### src/rtl/retire_arb_pkg.sv
// ---------------------------------------------------------------------------
// retire_arb_pkg
// Shared definitions for the retire arbiter: source count, FIFO depth,
// source ID constants, the retire record type, the arbiter FSM state type
// and the round-robin pick helper.
// ---------------------------------------------------------------------------
package retire_arb_pkg;

    localparam int NUM_SRC    = 6;
    localparam int FIFO_DEPTH = 2;

    localparam logic [2:0] SRC_SALU  = 3'd0;
    localparam logic [2:0] SRC_SIMD1 = 3'd1;
    localparam logic [2:0] SRC_SIMD2 = 3'd2;
    localparam logic [2:0] SRC_SIMD3 = 3'd3;
    localparam logic [2:0] SRC_SIMD4 = 3'd4;
    localparam logic [2:0] SRC_LSU   = 3'd5;

    typedef struct packed {
        logic [31:0] pc;
        logic [5:0]  wfid;
    } retire_rec_t;

    typedef enum logic {
        ST_IDLE = 1'b0,
        ST_HOLD = 1'b1
    } arb_state_t;

    // First requesting source found when scanning upward from ptr, wrapping
    // modulo NUM_SRC. Returns 0 when nothing requests (caller gates on that).
    function automatic logic [2:0] rr_pick(input logic [NUM_SRC-1:0] req,
                                           input logic [2:0]         ptr);
        logic [2:0] pick;
        logic       found;
        logic [3:0] idx;
        pick  = '0;
        found = 1'b0;
        for (int k = 0; k < NUM_SRC; k++) begin
            idx = {1'b0, ptr} + 4'(k);
            if (idx >= 4'(NUM_SRC)) begin
                idx = idx - 4'(NUM_SRC);
            end
            if (!found && req[idx[2:0]]) begin
                found = 1'b1;
                pick  = idx[2:0];
            end
        end
        return pick;
    endfunction

endpackage

### src/rtl/retire_fifo2.sv
// ---------------------------------------------------------------------------
// retire_fifo2
// Two-entry FIFO of retire records. A push while full is accepted only when a
// pop happens in the same cycle (the popped slot is reused). Pop on empty is
// ignored.
// Ports:
//   clk, rst        clock, asynchronous active-high reset
//   push, push_data write strobe and record
//   pop             remove head record
//   full, empty     occupancy flags (registered)
//   head            oldest record (undefined when empty)
// ---------------------------------------------------------------------------
module retire_fifo2
    import retire_arb_pkg::*;
(
    input  logic        clk,
    input  logic        rst,
    input  logic        push,
    input  retire_rec_t push_data,
    input  logic        pop,
    output logic        full,
    output logic        empty,
    output retire_rec_t head
);

    retire_rec_t r_mem [FIFO_DEPTH];
    logic        r_wr_ptr;
    logic        r_rd_ptr;
    logic [1:0]  r_count;

    logic w_pop;
    logic w_push;

    assign full   = (r_count == 2'(FIFO_DEPTH));
    assign empty  = (r_count == 2'd0);
    assign w_pop  = pop && !empty;
    assign w_push = push && (!full || w_pop);
    assign head   = r_mem[r_rd_ptr];

    // Storage has no reset: contents are only observed while non-empty.
    always_ff @(posedge clk) begin
        if (w_push) begin
            r_mem[r_wr_ptr] <= push_data;
        end
    end

    always_ff @(posedge clk or posedge rst) begin
        if (rst) begin
            r_wr_ptr <= 1'b0;
            r_rd_ptr <= 1'b0;
            r_count  <= 2'd0;
        end else begin
            if (w_push) begin
                r_wr_ptr <= ~r_wr_ptr;
            end
            if (w_pop) begin
                r_rd_ptr <= ~r_rd_ptr;
            end
            r_count <= r_count + 2'(w_push) - 2'(w_pop);
        end
    end

endmodule

### src/rtl/retire_arbiter.sv
// ---------------------------------------------------------------------------
// retire_arbiter
// Serialises retire records from six sources (salu, simd1..4, lsu) into one
// trace stream. Each source buffers into its own 2-entry FIFO; a round-robin
// arbiter picks a non-empty FIFO and an IDLE/HOLD FSM freezes the grant while
// the consumer stalls.
// Optional feature macro: RETIRE_ARB_COUNT_EN adds retire_count, a wrapping
// 32-bit count of completed transfers.
// Ports:
//   clk, rst              clock, asynchronous active-high reset
//   src_retire_valid[6]   per-source retire strobe
//   src_retire_pc[192]    6 x 32-bit PC, source i at [32i+31:32i]
//   src_wfid[36]          6 x 6-bit wavefront ID, source i at [6i+5:6i]
//   trace_valid/ready     output record handshake
//   trace_src/pc/wfid     presented record (zero when trace_valid is low)
//   retire_count          transfer count (RETIRE_ARB_COUNT_EN only)
//   src_overflow[6]       sticky per-source drop flags
// ---------------------------------------------------------------------------
module retire_arbiter
    import retire_arb_pkg::*;
(
    input  logic                 clk,
    input  logic                 rst,
    input  logic [NUM_SRC-1:0]   src_retire_valid,
    input  logic [32*NUM_SRC-1:0] src_retire_pc,
    input  logic [6*NUM_SRC-1:0] src_wfid,
    output logic                 trace_valid,
    input  logic                 trace_ready,
    output logic [2:0]           trace_src,
    output logic [31:0]          trace_pc,
    output logic [5:0]           trace_wfid,
`ifdef RETIRE_ARB_COUNT_EN
    output logic [31:0]          retire_count,
`endif
    output logic [NUM_SRC-1:0]   src_overflow
);

    arb_state_t         r_state;
    arb_state_t         w_state_next;
    logic [2:0]         r_rr_ptr;
    logic [2:0]         w_rr_ptr_next;
    logic [2:0]         r_hold_src;
    logic [2:0]         w_hold_src_next;
    logic [NUM_SRC-1:0] r_overflow;

    logic [NUM_SRC-1:0] w_full;
    logic [NUM_SRC-1:0] w_empty;
    logic [NUM_SRC-1:0] w_pop;
    logic [NUM_SRC-1:0] w_drop;
    retire_rec_t        w_push_data [NUM_SRC];
    retire_rec_t        w_head      [NUM_SRC];

    logic [2:0] w_grant_idle;
    logic [2:0] w_grant;
    logic       w_valid;
    logic       w_xfer;

    genvar gi;
    generate
        for (gi = 0; gi < NUM_SRC; gi++) begin : g_src
            assign w_push_data[gi] = '{pc:   src_retire_pc[32*gi +: 32],
                                       wfid: src_wfid[6*gi +: 6]};
            assign w_pop[gi]  = w_xfer && (w_grant == 3'(gi));
            // Drop only when full and this FIFO is not being drained now.
            assign w_drop[gi] = src_retire_valid[gi] && w_full[gi] && !w_pop[gi];

            retire_fifo2 u_fifo (
                .clk       (clk),
                .rst       (rst),
                .push      (src_retire_valid[gi]),
                .push_data (w_push_data[gi]),
                .pop       (w_pop[gi]),
                .full      (w_full[gi]),
                .empty     (w_empty[gi]),
                .head      (w_head[gi])
            );
        end
    endgenerate

    // In HOLD the held FIFO cannot drain, so it stays non-empty and its head
    // stays put (pushes go behind it): the outputs are naturally frozen.
    assign w_grant_idle = rr_pick(~w_empty, r_rr_ptr);
    assign w_grant      = (r_state == ST_HOLD) ? r_hold_src : w_grant_idle;
    assign w_valid      = ~&w_empty;
    assign w_xfer       = w_valid && trace_ready;

    assign trace_valid  = w_valid;
    assign trace_src    = w_valid ? w_grant : 3'd0;
    assign trace_pc     = w_valid ? w_head[w_grant].pc   : 32'd0;
    assign trace_wfid   = w_valid ? w_head[w_grant].wfid : 6'd0;
    assign src_overflow = r_overflow;

    always_comb begin
        w_state_next    = r_state;
        w_rr_ptr_next   = r_rr_ptr;
        w_hold_src_next = r_hold_src;
        case (r_state)
            ST_IDLE: begin
                w_hold_src_next = w_grant_idle;
                if (w_valid && !trace_ready) begin
                    w_state_next = ST_HOLD;
                end
            end
            ST_HOLD: begin
                if (w_xfer) begin
                    w_state_next = ST_IDLE;
                end
            end
            default: w_state_next = ST_IDLE;
        endcase
        if (w_xfer) begin
            w_rr_ptr_next = (w_grant == 3'(NUM_SRC - 1)) ? 3'd0 : w_grant + 3'd1;
        end
    end

    always_ff @(posedge clk or posedge rst) begin
        if (rst) begin
            r_state    <= ST_IDLE;
            r_rr_ptr   <= 3'd0;
            r_hold_src <= 3'd0;
            r_overflow <= '0;
        end else begin
            r_state    <= w_state_next;
            r_rr_ptr   <= w_rr_ptr_next;
            r_hold_src <= w_hold_src_next;
            r_overflow <= r_overflow | w_drop;
        end
    end

`ifdef RETIRE_ARB_COUNT_EN
    logic [31:0] r_retire_count;

    always_ff @(posedge clk or posedge rst) begin
        if (rst) begin
            r_retire_count <= 32'd0;
        end else if (w_xfer) begin
            r_retire_count <= r_retire_count + 32'd1;
        end
    end

    assign retire_count = r_retire_count;
`endif

endmodule

### config.mk
export PLATFORM = sky130hd
export DESIGN_NAME = retire_arbiter
export DESIGN_NICKNAME = d
export VERILOG_FILES = /design/src/rtl/retire_arb_pkg.sv /design/src/rtl/retire_fifo2.sv /design/src/rtl/retire_arbiter.sv
export SDC_FILE = /design/constraint.sdc
export NUM_CORES = 1
export LEC_CHECK = 0
export ABC_AREA = 1
export ABC_CLOCK_PERIOD_IN_PS = 16100
export CAP_MARGIN = 15
export CORE_MARGIN = 1
export CORE_UTILIZATION = 25
export DETAILED_ROUTE_END_ITERATION = 10
export PLACE_DENSITY = 0.48
export SYNTH_ARGS = -nofsm -noshare
export SYNTH_HDL_FRONTEND = slang
export SYNTH_SLANG_ARGS = --single-unit
### constraint.sdc
create_clock -name clk -period 16.1 [get_ports clk]
set_input_delay 3.22 -clock clk [delete_from_list [all_inputs] [get_ports clk]]
set_output_delay 3.22 -clock clk [all_outputs]
set_load 0.02 [all_outputs]
* Word level (Yosys, flattened, before mapping)
Memories as Yosys holds them, arrays and structs flattened.
Index checks and enable logic that the tools add are counted.
** Word-level totals
- Bits in registers :: 37
- Latch bits :: 0
- RAM bits :: 456
- ROM bits :: 0
- Input bits :: 237
- Word-level logic and storage cells :: 220
- Memories :: 6
** Memories
- g_src[0].u_fifo.r_mem :: depth 2, width 38, rd ports 1, clocked after Yosys merged registers in 0, wr ports 1, RTL line retire_fifo2.sv:26 : retire_rec_t r_mem [FIFO_DEPTH];
- g_src[1].u_fifo.r_mem :: depth 2, width 38, rd ports 1, clocked after Yosys merged registers in 0, wr ports 1, RTL line retire_fifo2.sv:26
- g_src[2].u_fifo.r_mem :: depth 2, width 38, rd ports 1, clocked after Yosys merged registers in 0, wr ports 1, RTL line retire_fifo2.sv:26
- g_src[3].u_fifo.r_mem :: depth 2, width 38, rd ports 1, clocked after Yosys merged registers in 0, wr ports 1, RTL line retire_fifo2.sv:26
- g_src[4].u_fifo.r_mem :: depth 2, width 38, rd ports 1, clocked after Yosys merged registers in 0, wr ports 1, RTL line retire_fifo2.sv:26
- g_src[5].u_fifo.r_mem :: depth 2, width 38, rd ports 1, clocked after Yosys merged registers in 0, wr ports 1, RTL line retire_fifo2.sv:26
** Cells by class
- Add/sub/neg operators :: 24
- Multiply operators :: 0
- Div/mod/pow operators :: 0
- Magnitude comparators :: 13
- Eq/ne operators :: 11
- Shift operators :: 0
- Multiplexer cells :: 52
- Bitwise gates (word level) :: 16
- Reductions and logical operators :: 76
** Operator list (count)
- binary-select mux 38 bit (select 3 bit) :: 1
- 2-to-1 mux 38 bit :: 2
- 2-to-1 mux 3 bit :: 15
- logical AND 1 bit :: 37
- 2-to-1 mux 32 bit :: 1
- zero test 1 bit :: 25
- 2-to-1 mux 1 bit :: 25
- < comparator 3 x 4 -> 1 bit (second input constant) :: 6
- greater-or-equal comparator 4 x 3 -> 1 bit (second input constant) :: 5
- binary-select mux 1 bit (select 3 bit) :: 6
- subtractor 3 bit (second input constant) :: 6
- NOT 1 bit :: 13
- adder 2 x 1 -> 2 bit :: 6
- == test 2 bit (second input constant) :: 6
- zero test 2 bit :: 6
- subtractor 2 x 1 -> 2 bit :: 6
- adder 3 x 2 -> 4 bit (second input constant) :: 2
- adder 3 x 3 -> 4 bit (second input constant) :: 2
- == test 3 x 2 -> 1 bit (second input constant) :: 2
- == test 3 bit (second input constant) :: 2
- logical OR 1 bit :: 6
- 2-to-1 mux 6 bit :: 1
- NOT 6 bit :: 1
- bitwise OR 6 bit :: 1
- 9 further kinds :: 9

* Longest topological paths before layout
Gate-level depths: netlist of run 1.
- Depth after elaboration :: 28
- Mapped depth :: 30
- Mapped depth without buffers :: 27

* By module
From an unflattened synthesis of run 1, not the netlist that was laid out.
** Second synthesis, totals
- Cell total of the unflattened synthesis :: 2271
- Area, all modules :: 22241.3 µm²
** Modules (own cells, without submodules)
- retire_fifo2 :: times used 6, cells each 237, area each 3006.6 µm²
- retire_arbiter :: times used 1, cells each 849, area each 4201.5 µm²

* Worst setup path after synthesis of run 1
No wires, ideal clock.
- Kind :: reg-to-output
- From :: reg r_rr_ptr[0]
- To :: out trace_pc[29]
- Data arrival time :: 3263 ps
- Required time :: 12880 ps
- Path slack :: 9617 ps
- Stages on the path, launching flop included :: 28
- Path buffers :: 4
- Cells stage by stage :: dfrtp_1 > buf_4 > inv_4 > buf_6 > ha_1 > buf_6 > inv_4 > nand2_2 > nand3_2 > nand2_1 > nand2_1 > nand2_1 > nand2_1 > nand3_2 > nand2_2 > nand3_4 > nor2_4 > nand3_1 > nand2_1 > inv_2 > nand2_4 > nand2_4 > nand2_4 > inv_4 > buf_2 > o21ai_1 > nand3_1 > o21ai_0
** Between the ends
- Word-level cells in the longest chain between the ends :: 26
- Elaborated cells between the ends (all ways) :: 62
- Those cells by class :: add/sub: 11; order compare: 6; mux: 34; bitwise: 1; reduce/logical: 10
** Ends and longest elaborated chain
- from (decl) :: RTL line retire_arbiter.sv:40 : logic [2:0] r_rr_ptr;
- from (signal assigned) :: RTL line retire_arbiter.sv:124 : r_rr_ptr <= w_rr_ptr_next;
- parallel branches: the longest is 19 deep, another holds adder 3 x 1 -> 4 bit
- 2-to-1 mux 3 bit * :: RTL line retire_arb_pkg.sv:43 : if (!found && req[idx[2:0]]) begin
- 2-to-1 mux 3 bit *
- NOT 3 -> 4 bit (implied by the code) * :: RTL line retire_arbiter.sv:89 : assign trace_pc = w_valid ? w_head[w_grant].pc : 32'd0;
- binary-select mux 38 bit (select 3 bit) * :: RTL line retire_arbiter.sv:89
- 2-to-1 mux 38 bit * (2 in a row)
- 2-to-1 mux 32 bit * :: RTL line retire_arbiter.sv:89
- to (decl) :: RTL line retire_arbiter.sv:30 : output logic [31:0] trace_pc,
Every way passes the cells marked *. The select of a mux whose other input is x is not followed.

* Worst setup path after layout of run 1
- From :: reg r_rr_ptr[0]
- To :: out trace_pc[4]
Same word-level chain as after synthesis.

==> summary.md, run 1 <==
| Metric | Value |
|---|---|
| Status | `completed` |
| Max cap viols | `0` |
| Die Span Y | `292 um` |
| Detailed Route WL | `68600 um` |
| Clock Path Buffers | `3` |
| WHS | `0.473 ns` |
| Initial Utilization | `0.252` |
| Pin count of the biggest net entering global routing | `64` |
| Crit path time final | `8.94 ns` |
| Routed Antenna Nets | `0` |
| Register area | `0.0146 mm2` |
| Cell with the most instances after synthesis | `nand2_1` |
| Clk sinks | `493` |
| Post-synth top cells | `nand2_1, edfxtp_1, nor2_1, inv_1, nand3_1` |
| Dominant cells by area after synthesis | `edfxtp_1, nand2_1, dfrtp_1, mux2i_1, nor2_1` |
| Power per Cell Area | `245 mW/mm2` |
| DRT Pass-1 Iters | `6` |
| Max Fanout on Critical Path | `51` |
| Critical Path, Cell by Cell | `inv_4 > ha_1 > inv_4 > nand2_2 > nand3_2 > nand3_1 > nand2_1 > nand2_1 > nand3_2 > nand2_2 > nand3_4 > nor2_4 > nand3_1 > nand2_1 > inv_2 > nand2_2 > nand2_4 > nor2_4 > buf_4 > nand2_1 > nand2_1 > nand2_1 > o21ai_1 > clkdlybuf4s50_1` |
| First-pass GRT wire length | `98900 um` |
| Crit path top cell by count | `nand2_1` |
| Period Utilization, post-route | `0.555` |
| CTS clock-pin slew for the worst setup and hold paths | `0.06 ns` |
| Die width | `292 um` |
| Synth-to-Final Area Change | `27.4%` |
| TritonCTS Buffers | `56` |
| Synthesized area per cell | `12.0 um2` |
| Row Count | `106` |
| Final setup TNS | `0 ns` |
| Die ar. | `0.0854 mm2` |
| Final Max Tran Viols | `0` |
| Mapped Cells | `1755` |
| Clk Latency, worst-skew pair | `0.61 ns` |
| HP Class | `flip-flop to flip-flop` |
| Synthesized Nets | `2009` |
| Grt ovf | `0` |
| Diode count | `0` |
| Largest area contributor in the netlist | `edfxtp_1` |
| CP arrival | `5.72 ns` |
| Hpwl dp | `48400 um` |
| PortBufs | `284` |
| Vias/cell | `4.44` |
| Slew @ Worst Pin | `1.07 ns` |
| Residual DRC | `0` |
| Number of global-route vias before repair | `14500` |
| Vias | `14100` |
| Final setup vio count | `0` |
| Crit end category | `output pin` |
| Fmax | `112 MHz` |
| CTS H-tree lvls | `2` |
| Post-CTS setup buffers | `0` |
| Number of synthesized flops with an enable pin | `456` |
| Max VDD drop | `0.000218 V` |
| Final hold viol count | `0` |
| Total track usage | `0.159` |
| Nets@finish | `2300` |
| Post-CTS sizing | `0` |
| Synth top area share | `0.650` |
| Core Region | `0.0836 mm2` |
| RSZ-0062 raised after global routing | `false` |
| Multi-input logic area | `0.00575 mm2` |
| Share of cells above drive strength 1 | `0.105` |
| Max stage delay cell, worst path | `clkdlybuf4s50_1` |
| Max Clock Skew | `0.0208 ns` |
| Fillers | `8419` |
| CTS tree | `done` |
| Synth cell types | `42` |
| Required @ worst endpoint | `12.88 ns` |
| Leak | `0.0102 uW` |
| Max transition margin | `0.285` |
| Synthesized flop and latch total | `493` |
| Initial antenna violation count | `12` |
| Synth Warn # | `0` |
| Hold Buf Count CTS | `0` |
| Ys async rst share | `0.0751` |
| Synth Cell Area | `0.0211 mm2` |
| GP Congestion | `0.823` |
| CP peak stage delay | `0.68 ns` |
| Number of DRC markers in iteration 0 | `953` |
| Commonest register cell after synthesis | `edfxtp_1` |
| Root Buffer | `clkbuf_16` |
| # IOs | `285` |
| Sequential area share after synthesis | `0.694` |
| Nature of the critical path startpoint | `flip-flop` |
| WL/cell | `21.6 um` |
| Crit path kind | `flip-flop to output pin` |
==> power by group <==
group,internal [uW],switching (uW)
combinational,1080,2400
clock,687,525
sequential,1770,119
==> sequential cells by signal, indices dropped and copies added, names as in the netlist, named ones only <==
| register | flops |
|---|---|
| g_src.u_fifo.r_mem | 456 |
| src_overflow | 6 |
| g_src.u_fifo.r_count | 12 |
| g_src.u_fifo.r_rd_ptr | 6 |
| r_rr_ptr | 3 |
| r_hold_src | 3 |
| g_src.u_fifo.r_wr_ptr | 6 |
==> metal layers <==
| layer | wire [um] | track usage |
|---|---|---|
| met1 | 29200 | 0.199 |
| met2 | 33800 | 0.277 |
| met3 | 3730 | 0.0344 |
| met4 | 1680 | 0.0418 |
| met5 | 159 | 0 |
==> cell families after synthesis <==
logic type / synth area share
DFF: 0.694
AOI/OAI and AO/OA: 0.0393
muxes: 0.0548
adders and majority gates: 0.0101
xor gates and xnor gates: 0.00624
buffers and inverters: 0.0365
and+or+nand+nor: 0.159
==> layout make-up <==
type,count,area share
multi-input combinational,1091,0.214
clock buffer,67,0.0538
tap,1080,0.0503
clock inverter,37,0.0106
timing repair buffer,307,0.112
sequential,493,0.545
inverter,97,0.0138
==> placed cells by master, fill, tap and decap left out, types with 34 or more instances in the layout <==
cell type	n
clkbuf_16	56
clkdlybuf4s50_1	284
edfxtp_1	456
inv_1	82
mux2_2	34
mux2i_1	77
nand2_1	458
nand3_1	79
nor2_1	183
o21ai_0	78
o21ai_1	51
==> worst max-delay path, delay by kind of cell, from the launching register on <==
kind / cells / cell delay, ns
AND/OR/NAND/NOR: 17 / 2.17
adder cells (fa/ha/maj): 1 / 0.49
buffers and inverters: 5 / 1.58
AO/OA/AOI/OAI: 1 / 0.22
flip-flops: 1 / 0.57
==> metrics by stage <==
step	instances	utilization	area (um2)	total power (uW)	setup slack, ns
2_1_floorplan	1755	-	21100	3910	9.62
6_report	3172	0.321	26800	6580	7.16
4_1_cts	3172	0.321	26800	6690	7.15
5_1_grt	3172	0.321	26800	6990	6.75
3_3_place_gp	3068	0.301	25100	5430	7.87
3_5_place_dp	3068	0.301	25100	5450	7.83
==> path summary, 6_finish.rpt <==
check | start | end | slack [ns] | depth (start not counted)
worst max-delay path | r_rr_ptr[0] | trace_pc[4] | 7.16 | 24
worst min-delay path | g_src[5].u_fifo.r_wr_ptr | g_src[5].u_fifo.r_wr_ptr | 0.47 | 2
worst max register to register | r_rr_ptr[0] | g_src[5].u_fifo.r_mem[0][20] | 10.81 | 24
worst min register to register | g_src[5].u_fifo.r_wr_ptr | g_src[5].u_fifo.r_wr_ptr | 0.47 | 2
max in group asynchronous | rst | g_src[2].u_fifo.r_rd_ptr | 12.60 | 3
min in group asynchronous | rst | g_src[1].u_fifo.r_count[0] | 3.08 | 3
No activity file was read; power rests on OpenSTA's default activity.
==> run 2, diff against run 1 <==
ABC_CLOCK_PERIOD_IN_PS = 8730   (was 16100)
clock period = 8.73 ns   (was 16.1 ns; I/O delays follow)
==> summary.md, run 2 (synthesis gave the netlist of run 1 again) <==
| Metric | Value |
|---|---|
| Sw frac | `0.460 (-0.00174)` |
| Largest registers | `g_src.u_fifo.r_mem (456), g_src.u_fifo.r_count (12)` |
| RSZ-0062 raised after global routing | `false` |
| Largest register FFs | `456 (unchanged)` |
| Total placed cells including tap cells | `3071 (+0.098%)` |
| # IOs | `285 (unchanged)` |
| Initial Utilization | `0.252 (unchanged)` |
| Crit path time final | `7.37 ns` |
| Leak | `0.0102 uW (about the same)` |
| Clk pwr share | `0.184 (about the same)` |
| TritonCTS Buffers | `56 (unchanged)` |
| Pin count of the biggest net entering global routing | `64 (unchanged)` |
| Max Clock Skew | `0.0384 ns (+0.0176 ns)` |
| Crit path kind | `flip-flop to output pin` |
| Cell depth of the worst setup path | `21 (-13%)` |
| Reg-to-reg critical path startpoint | `r_rr_ptr[0]` |
| Power per Cell Area | `452 mW/mm2 (+84%)` |
| Die Span Y | `292 um (unchanged)` |
| Critical Path, Cell by Cell | `inv_4 > ha_1 > inv_4 > nand2_2 > nand3_2 > nand3_1 > nand2_1 > nand2_1 > nand3_2 > nand2_2 > nand3_4 > nor2_4 > nand3_1 > nand2_1 > inv_1 > o21ai_2 > nand2_2 > nor2_4 > nand2_1 > o21ai_1 > clkdlybuf4s50_1` |
| Core Region | `0.0836 mm2 (unchanged)` |
| Initial antenna violation count | `13 (+1)` |
| Post-CTS setup buffers | `0 (unchanged)` |
| HP Class | `flip-flop to flip-flop` |
| Crit end category | `output pin` |
| Slew @ Worst Pin | `1.15 ns (+0.0736 ns)` |
| Vias | `13900 (-1.5%)` |
| Period Utilization, post-route | `0.844` |
| GP Congestion | `0.836 (+1.5%)` |
| Clock Path Buffers | `3 (unchanged)` |
| Total track usage | `0.159 (-0.000704)` |
| Metal3 WL | `4460 um (+20%)` |
| Post-CTS sizing | `0 (unchanged)` |
| Routed Antenna Nets | `0 (unchanged)` |
| Worst reg2reg path depth | `24 (unchanged)` |
| Critical Path Start | `r_rr_ptr[0]` |
| Int Pwr | `6560 uW (+85%)` |
| CP peak stage delay | `0.85 ns (+0.17 ns)` |
| Fmax | `136 MHz` |
| Number of DRC markers in iteration 0 | `909 (-4.6%)` |
| Max Fanout on Critical Path | `38 (-25%)` |
| P_sw | `5580 uW (+84%)` |
| Residual DRC | `0 (unchanged)` |
| Reg with most FFs | `g_src.u_fifo.r_mem` |
| Detailed Route WL | `68300 um (-0.51%)` |
| Number of global-route vias before repair | `14200 (-1.6%)` |
| R2r setup slk | `3.57 ns (-7.24 ns)` |
| First-pass GRT wire length | `98400 um (-0.49%)` |
| Die width | `292 um (unchanged)` |
| FF-to-FF End | `g_src[3].u_fifo.r_mem[1][27]` |
| Max VDD drop | `0.000342 V (+57%)` |
| WHS | `0.471 ns (-0.00114 ns)` |
| CTS tree | `done` |
| Crit path capture | `trace_pc[26]` |
| Final std cells w/o fill | `3170 (-0.063%)` |
| Required @ worst endpoint | `6.98 ns (-5.90 ns)` |
| Share of cells above drive strength 1 | `0.103 (-0.00171)` |
| Vias/cell | `4.38 (-1.4%)` |
| Root Buffer | `clkbuf_16` |
| Final Max Tran Viols | `0 (unchanged)` |
| Combinational share of power | `0.532 (+0.004)` |
| DRT Pass-1 Iters | `5 (-1)` |
| Hpwl dp | `48400 um (about the same)` |
| Delay-heaviest family, CP | `simple AND/OR/NAND/NOR gates` |
| CTS clock-pin slew for the worst setup and hold paths | `0.05 ns (about the same)` |
| Commonest non-fill, non-tap cell in the layout | `nand2_1` |
| Clk Latency, worst-skew pair | `0.63 ns (+0.02 ns)` |
| CP arrival | `5.62 ns (-0.10 ns)` |
| Status | `completed` |
| Clk sinks | `493 (unchanged)` |
| Grt ovf | `0 (unchanged)` |
| Synth-to-Final Area Change | `27.5% (about the same)` |
| Row Count | `106 (unchanged)` |
| Top routing layer in use | `met5` |
| PortBufs | `284 (unchanged)` |
| Die ar. | `0.0854 mm2 (unchanged)` |
| Nature of the critical path startpoint | `flip-flop` |
| Commonest cells after routing, fill and taps aside | `nand2_1, edfxtp_1, clkdlybuf4s50_1, nor2_1, inv_1` |
| Max cap viols | `0 (unchanged)` |
| M1 wire length | `27800 um (-4.8%)` |
| Final hold viol count | `0 (unchanged)` |
| CP bufs+invs | `4 (-1)` |
| Nets@finish | `2303 (+0.13%)` |
| Final setup TNS | `0 ns (unchanged)` |
| Flop pwr share | `0.285 (-0.002)` |
| Final setup vio count | `0 (unchanged)` |
| Wire length on met2 | `34200 um (+1.1%)` |
| Crit path top cell by count | `nand2_1` |
| Max transition margin | `0.236 (-0.0490)` |
| Max stage delay cell, worst path | `nor2_4` |
| WL/cell | `21.5 um (-0.45%)` |
| CTS H-tree lvls | `2 (unchanged)` |
| Hold Buf Count CTS | `0 (unchanged)` |
run 2: stage by stage:
stage,utilization,area [um2],setup WS (ns),total power [uW]
final,0.321,26900,1.36,12100
after floorplan,-,21100,3.45,7200
after detailed placement,0.301,25100,2.06,10100
after global routing,0.321,26900,0.952,13000
after global placement,0.301,25100,2.09,10100
after CTS,0.321,26800,1.36,12400
run 2: worst min-delay path by stage:
stage,startpoint,end,slack [ns],depth (start not counted)
after detailed placement,g_src[1].u_fifo.r_wr_ptr,g_src[1].u_fifo.r_wr_ptr,0.46,2
after floorplan,g_src[0].u_fifo.r_wr_ptr,g_src[0].u_fifo.r_wr_ptr,0.44,2
after global routing,g_src[1].u_fifo.r_wr_ptr,g_src[1].u_fifo.r_wr_ptr,0.50,2
after CTS,g_src[0].u_fifo.r_wr_ptr,g_src[0].u_fifo.r_wr_ptr,0.47,2
final,g_src[0].u_fifo.r_wr_ptr,g_src[0].u_fifo.r_wr_ptr,0.47,2
after global placement,g_src[0].u_fifo.r_wr_ptr,g_src[0].u_fifo.r_wr_ptr,0.45,2
run 2: power groups by stage:
stage	Sequential, uW	Combinational, uW	Clock, uW
floorplan	3450	3750	0
detailed placement	3510	6590	0
global route	3510	7050	2390
finish	3460	6450	2230
CTS	3460	6630	2310
global placement	3490	6560	0
run 2: routing by layer:
| metal | GRT usage | vias to the layer above |
|---|---|---|
| li1 | - | 6631 |
| met1 | 0.190 | 6725 |
| met2 | 0.280 | 393 |
| met3 | 0.0416 | 100 |
| met4 | 0.0430 | 20 |
| met5 | 0 | - |
run 2: worst register-to-register path: cells and delay by family (launching register included):
kind / cells / cell delay, ns
adder cells (fa/ha/maj): 2 / 0.78
flip-flops: 1 / 0.58
buffers and inverters: 4 / 0.84
AND/OR/NAND/NOR: 18 / 2.52
run 2: area by class of cell:
cell class	count	area, um2
multi-input combinational	1091	5750
antenna	2	5.00
tap	1080	1350
clock buffer	74	1520
inverter	97	372
timing repair buffer	310	3040
fill	8358	56700
sequential	493	14600
clock inverter	23	198
